--- config.mk ---
export PLATFORM = sky130hd
export DESIGN_NAME = mux_scan
export DESIGN_NICKNAME = d
export VERILOG_FILES = /design/src/rtl/mux_scan_pkg.sv /design/src/rtl/mux_scan_scan_counter.sv /design/src/rtl/mux_scan.sv
export SDC_FILE = /design/constraint.sdc
export NUM_CORES = 1
export LEC_CHECK = 0
export CAP_MARGIN = 0
export CELL_PAD_IN_SITES_DETAIL_PLACEMENT = 0
export CELL_PAD_IN_SITES_GLOBAL_PLACEMENT = 1
export CORE_MARGIN = 2
export CORE_UTILIZATION = 37
export DETAILED_ROUTE_END_ITERATION = 16
export PLACE_DENSITY = 0.92
export SLEW_MARGIN = 30
export SYNTH_ARGS = -nofsm -noshare
export SYNTH_HDL_FRONTEND = slang
export SYNTH_HIERARCHICAL = 1
export SYNTH_SLANG_ARGS = --single-unit
--- constraint.sdc ---
create_clock -name CLK -period 3.6 [get_ports CLK]
set_input_delay 0.54 -clock CLK [delete_from_list [all_inputs] [get_ports CLK]]
set_output_delay 0.54 -clock CLK [all_outputs]
set_load 0.02 [all_outputs]
--- src/rtl/mux_scan_pkg.sv ---
// Shared types and helpers for the mux_scan channel selector.
package mux_scan_pkg;

    typedef enum logic [1:0] {
        IDLE,
        MANUAL,
        SCAN
    } state_t;

    // Ceiling log2 for sizing indices and counters; clog2(1) is 0.
    function automatic int clog2(input int value);
        int result;
        result = 0;
        while ((1 << result) < value)
            result++;
        return result;
    endfunction

endpackage

--- src/rtl/mux_scan_scan_counter.sv ---
// Dwell counter plus channel counter for scan mode. CH and WRAP present the
// position the scan takes at the coming edge, so the top can register data for it.
module scan_counter
    import mux_scan_pkg::*;
#(
    parameter int N     = 4,
    parameter int DWELL = 8
) (
    input  logic                  CLK,
    input  logic                  RST_N,
    input  logic                  CLR,
    input  logic                  ADV_EN,
    output logic [clog2(N)-1:0]   CH,
    output logic                  WRAP
);

    localparam int SW = clog2(N);
    localparam int CW = (clog2(DWELL) < 1) ? 1 : clog2(DWELL);

    logic [CW-1:0] cnt_q;
    logic [CW-1:0] cnt_n;
    logic [SW-1:0] ch_q;
    logic [SW-1:0] ch_n;
    logic          wrap_n;

    // Both counters wrap by comparison, so non-power-of-two N and DWELL work.
    always_comb begin
        cnt_n  = cnt_q;
        ch_n   = ch_q;
        wrap_n = 1'b0;
        if (CLR) begin
            cnt_n = '0;
            ch_n  = '0;
        end else if (ADV_EN) begin
            if (cnt_q == CW'(DWELL - 1)) begin
                cnt_n = '0;
                if (ch_q == SW'(N - 1)) begin
                    ch_n   = '0;
                    wrap_n = 1'b1;
                end else begin
                    ch_n = ch_q + 1'b1;
                end
            end else begin
                cnt_n = cnt_q + 1'b1;
            end
        end
    end

    always_ff @(posedge CLK) begin
        if (!RST_N) begin
            cnt_q <= '0;
            ch_q  <= '0;
        end else begin
            cnt_q <= cnt_n;
            ch_q  <= ch_n;
        end
    end

    assign CH   = ch_n;
    assign WRAP = wrap_n;

endmodule

--- src/rtl/mux_scan.sv ---
// Registered N-channel data selector with manual select and automatic scan.
// All outputs come straight from flops; the FSM decides what they load each edge.
module mux_scan
    import mux_scan_pkg::*;
#(
    parameter int W     = 2,
    parameter int N     = 4,
    parameter int DWELL = 8,
    parameter int SW    = clog2(N)
) (
    input  logic            CLK,
    input  logic            RST_N,
    input  logic            EN,
    input  logic            MODE,
    input  logic [SW-1:0]   S,
    input  logic [N*W-1:0]  D,
    output logic [W-1:0]    Y,
    output logic [SW-1:0]   CH,
    output logic            VLD,
    output logic            WRAP
);

    state_t        state;
    state_t        next_state;
    logic [SW-1:0] sc_ch;
    logic          sc_wrap;
    logic          sc_clr;
    logic          man_valid;
    logic [W-1:0]  man_data;
    logic [W-1:0]  scan_data;

    always_comb begin
        if (!EN)
            next_state = IDLE;
        else if (MODE)
            next_state = SCAN;
        else
            next_state = MANUAL;
    end

    // Scan position restarts whenever scan is entered and is discarded on leaving.
    assign sc_clr = (next_state != SCAN) || (state != SCAN);

    scan_counter #(
        .N     (N),
        .DWELL (DWELL)
    ) u_scan_counter (
        .CLK    (CLK),
        .RST_N  (RST_N),
        .CLR    (sc_clr),
        .ADV_EN (next_state == SCAN),
        .CH     (sc_ch),
        .WRAP   (sc_wrap)
    );

    // Index comparisons are done at int width so out-of-range selects read as invalid.
    always_comb begin
        man_valid = int'(S) < N;
        man_data  = '0;
        scan_data = '0;
        for (int i = 0; i < N; i++) begin
            if (i == int'(S))
                man_data = D[i*W +: W];
            if (i == int'(sc_ch))
                scan_data = D[i*W +: W];
        end
    end

    always_ff @(posedge CLK) begin
        if (!RST_N) begin
            state <= IDLE;
            Y     <= '0;
            CH    <= '0;
            VLD   <= 1'b0;
            WRAP  <= 1'b0;
        end else begin
            state <= next_state;
            case (next_state)
                MANUAL: begin
                    WRAP <= 1'b0;
                    if (man_valid) begin
                        Y   <= man_data;
                        CH  <= S;
                        VLD <= 1'b1;
                    end else begin
                        Y   <= '0;
                        VLD <= 1'b0;
                    end
                end
                SCAN: begin
                    Y    <= scan_data;
                    CH   <= sc_ch;
                    VLD  <= 1'b1;
                    WRAP <= sc_wrap;
                end
                default: begin
                    Y    <= '0;
                    VLD  <= 1'b0;
                    WRAP <= 1'b0;
                end
            endcase
        end
    end

endmodule

==> results_tabular.tex <==
\begin{tabular}{lr}
\hline
Metric & Value \\
\hline
\multicolumn{2}{l}{\textbf{Timing}} \\
\quad Final Slew Violations & 0 \\
\quad Summed negative setup slack over all endpoints & 0 ns \\
\quad Slew at the pin closest to its max-slew limit & 0.555 ns \\
\quad Final worst setup slack & 1.11 ns \\
\quad Worst Skew & approximately 0.0016 ns \\
\quad Fmax & 402 MHz \\
\quad Hold Violations, Final & 0 \\
\quad Unrepaired setup endpoints after global routing & no \\
\quad Crit share post-route & 0.691 \\
\quad Final setup violation count & 0 \\
\quad Worst-case headroom to the max-slew limit & 0.630 \\
\quad Hold slack & 0.503 ns \\
\quad Minimum clock period & between 2 and 2.5 ns \\
\multicolumn{2}{l}{\textbf{Power}} \\
\quad Cell leakage power & about 0.36 nW \\
\quad Total power per unit cell area & $\sim$310 mW/mm\^{}2 \\
\quad Power Total & around 290 uW \\
\quad IR Drop Worst-Case VDD & approximately 0.26 mV \\
\multicolumn{2}{l}{\textbf{CTS}} \\
\quad Clock slew at reported path FFs & approximately 0.080 ns \\
\quad Post-CTS Setup Bufs & 0 \\
\quad Number of sinks handled by clock tree synthesis & 13 \\
\quad Post-CTS sizing & 0 \\
\quad TritonCTS clock tree & yes \\
\quad Latest clock arrival within the worst-skew pair & between 0.2 and 0.3 ns \\
\quad Inserted Clock Buffers & 3 \\
\quad CTS Hold Buffers Added & 0 \\
\quad Buffer depth of the longest clock path & 2 \\
\quad CTS H-tree lvls & 1 \\
\quad Library cell used as clock root buffer & sky130\_fd\_sc\_hd\_\_clkbuf\_4 \\
\multicolumn{2}{l}{\textbf{Synth}} \\
\quad Post-synthesis instance area & 698 um\^{}2 \\
\quad Register bit count reported by yosys & 13 \\
\quad Post-synthesis area per instance & $\sim$10 um\^{}2 \\
\quad Synthesized-area fraction occupied by xor and xnor cells & 0 \\
\quad Area share of the largest cell type after synthesis & 0.373 \\
\quad Main combinational cell family by area after synthesis & simple AND/OR/NAND/NOR gates \\
\quad Post-Syn Nets & 85 \\
\quad Share of synthesized cell area in and, or, nand and nor gates & 0.194 \\
\quad Complex-gate fraction of the synthesized area & 0.156 \\
\quad Most area-hungry cell type in the Yosys netlist & sky130\_fd\_sc\_hd\_\_dfxtp\_1 \\
\quad Cells after Synth & 68 \\
\quad Ys Warns & 6 \\
\quad Post-synthesis adder-cell area fraction & 0.0538 \\
\quad Multiplexer share of the synthesized area & 0.172 \\
\quad Biggest area contributors in the synthesized netlist & sky130\_fd\_sc\_hd\_\_dfxtp\_1 37\%, sky130\_fd\_sc\_hd\_\_mux2i\_1 17\%, sky130\_fd\_sc\_hd\_\_ha\_1 5.4\% \\
\quad Count of different cell masters after synthesis & 24 \\
\quad Register area share after synthesis & 0.373 \\
\multicolumn{2}{l}{\textbf{Place}} \\
\quad Dpl cell area & a little under 900 um\^{}2 \\
\quad Number of port buffers & 19 \\
\quad DPL Wire Length & about 1.1 mm \\
\quad \# placed instances & $\sim$110 \\
\quad Worst setup slack before clock tree synthesis & 0.806 ns \\
\quad Global placement routability congestion & $\sim$0.75 \\
\multicolumn{2}{l}{\textbf{Floorplan}} \\
\quad Area of the core region & 0.00175 mm\^{}2 \\
\quad Die height & about 47 um \\
\quad Initial Util & 0.400 \\
\quad Boundary Pins & 20 \\
\quad Floorplan row count & 15 \\
\quad DIE AREA & between 0.002 and 0.0025 mm\^{}2 \\
\quad Die W & around 47 um \\
\multicolumn{2}{l}{\textbf{Finish}} \\
\quad Fill count & 160 \\
\quad Area overhead of the layout relative to synthesis & 30.3\% \\
\quad Area taken by multi-input logic gates & 402 um\^{}2 \\
\quad Total inserted antenna cells & 0 \\
\quad Utilization after layout & 0.521 \\
\quad Number of cells in the finished layout apart from fillers & 111 \\
\quad Final instance area & approximately 900 um\^{}2 \\
\quad Final Net Count & 104 \\
\quad Register cell area after layout & between 200 and 300 um\^{}2 \\
\quad Layout cells sized above 1 & 0.105 \\
\multicolumn{2}{l}{\textbf{Setup path}} \\
\quad End point of the critical path & Y[0]\$\_SDFF\_PN0\_ \\
\quad Sort of element at the end of the critical path & register \\
\quad Reg-to-reg endpoint & Y[0]\$\_SDFF\_PN0\_ \\
\quad Beginning of the worst register-to-register path & u\_scan\_counter/cnt\_q[0]\$\_SDFFE\_PP0P\_ \\
\quad Worst path arrival time & 2.66 ns \\
\quad Flop2flop setup slack & about 1.5 ns \\
\quad Data required, critical path & about 3.8 ns \\
\quad Launching element of the worst setup path & MODE \\
\quad R2R cell count & 7 \\
\quad CP Max Fanout & 10 \\
\quad Path type of the worst setup path & in2reg \\
\quad Type of origin of the critical path & input port \\
\multicolumn{2}{l}{\textbf{Routing}} \\
\quad Detailed-route DRC error count & 0 \\
\quad Antenna Nets Post-Route & 0 \\
\quad Routed via count divided by cell count & 4.83 \\
\quad Avg WL per Cell & 11.8 um \\
\quad Total detailed-routing wirelength & roughly 1.3 mm \\
\quad Via count & 536 \\
\quad First-pass iteration count of the detailed router & 4 \\
\quad Detailed router's first-iteration violation count & 6 \\
\multicolumn{2}{l}{\textbf{Outcome}} \\
\quad Result of the run & complete, no violations \\
\multicolumn{2}{l}{\textbf{GRT}} \\
\quad Pin count of the biggest net entering global routing & 12 \\
\quad First-pass GRT wire length & between 2 and 2.5 mm \\
\quad Global route overflow & 0 \\
\quad Number of global-route vias before repair & 520 \\
\quad Global Route Usage Sum & 0.134 \\
\quad Antenna violations before repair & 0 \\
\multicolumn{2}{l}{\textbf{Hold path}} \\
\quad Startpoint of the worst hold path & CH[1]\$\_SDFFE\_PN0P\_ \\
\quad Kind of path behind the tightest hold check & reg2reg \\
\multicolumn{2}{l}{\textbf{Flow run}} \\
\quad Number of max-cap violations & 0 \\
\hline
\end{tabular}
[sequential cells by signal, summed over array words and instances, names as in the netlist]
name,count
u_scan_counter/cnt_q,3
VLD,1
u_scan_counter/ch_q,2
WRAP,1
state,2
CH,2
Y,2
[area by class of cell]
cell class,count,share of cell area
repair buffers,19,0.209
flip-flops and latches,13,0.286
well taps,25,0.0344
multi-input cells,50,0.442
clock buffers,4,0.0289
[power breakdown]
group	switching, mW	internal, mW
combinational	0.0198	0.0277
sequential	0.00126	0.148
clock	0.0467	0.0430
[critical path, stage by stage]
cell	delay, ns
sky130_fd_sc_hd__clkdlybuf4s50_1	0.56
sky130_fd_sc_hd__and2_2	0.34
sky130_fd_sc_hd__a21bo_2	0.22
sky130_fd_sc_hd__a21oi_1	0.47
sky130_fd_sc_hd__mux2i_1	0.26
sky130_fd_sc_hd__o22ai_1	0.10
sky130_fd_sc_hd__o21a_1	0.18
[synthesized netlist by cell type, drive strengths merged]
cell	n
a21bo	2
a21oi	5
and2	3
and2b	1
and3	1
and4b	1
buf	4
clkbuf	1
dfxtp	13
ha	3
mux2i	12
nand2	2
nand2b	2
nand3	2
nand3b	3
nand4bb	1
nor2	2
o211a	2
o21a	2
o22ai	4
or3b	2
[cell families after synthesis]
kind of cell / Yosys count
DFF: 13
muxes: 12
AOI/OAI and AO/OA: 15
buffers and inverters: 5
adders and majority gates: 3
and+or+nand+nor: 20
[metal layers]
| metal | up-vias | track usage | share of wire |
|---|---|---|---|
| met5 | - | 0 | 0 |
| met4 | 0 | 0.0500 | 0.0091 |
| met3 | 2 | 0.0604 | 0.058 |
| met2 | 16 | 0.219 | 0.49 |
| met1 | 234 | 0.155 | 0.44 |
| li1 | 284 | - | - |
[worst min path at each step]
stage                                                       to  slack (ns)  cells after the start
after detailed placement                    CH[1]$_SDFFE_PN0P_        0.49                      1
after global placement    u_scan_counter/cnt_q[1]$_SDFFE_PP0P_        0.48                      2
after global routing                        CH[1]$_SDFFE_PN0P_        0.53                      1
after floorplan           u_scan_counter/cnt_q[1]$_SDFFE_PP0P_        0.46                      2
after CTS                                   CH[0]$_SDFFE_PN0P_        0.51                      1
final                                       CH[1]$_SDFFE_PN0P_        0.50                      1
[cells in the final DEF, fill, tap and decap left out, types with 2 or more instances in the layout]
cell type	Yosys	final
sky130_fd_sc_hd__o22ai_1	4	4
sky130_fd_sc_hd__clkbuf_4	0	3
sky130_fd_sc_hd__nor2_1	2	2
sky130_fd_sc_hd__ha_1	3	3
sky130_fd_sc_hd__a21bo_2	2	2
sky130_fd_sc_hd__and2_1	2	2
sky130_fd_sc_hd__o21a_1	2	2
sky130_fd_sc_hd__nand3_1	2	2
sky130_fd_sc_hd__nand2b_1	2	2
sky130_fd_sc_hd__mux2i_1	12	12
sky130_fd_sc_hd__clkdlybuf4s50_1	0	19
sky130_fd_sc_hd__nand3b_1	3	3
sky130_fd_sc_hd__o211a_1	2	2
sky130_fd_sc_hd__or3b_1	2	2
sky130_fd_sc_hd__a21oi_1	4	4
sky130_fd_sc_hd__dfxtp_1	13	13
sky130_fd_sc_hd__nand2_1	2	2
(Power assumes the default switching activity.)
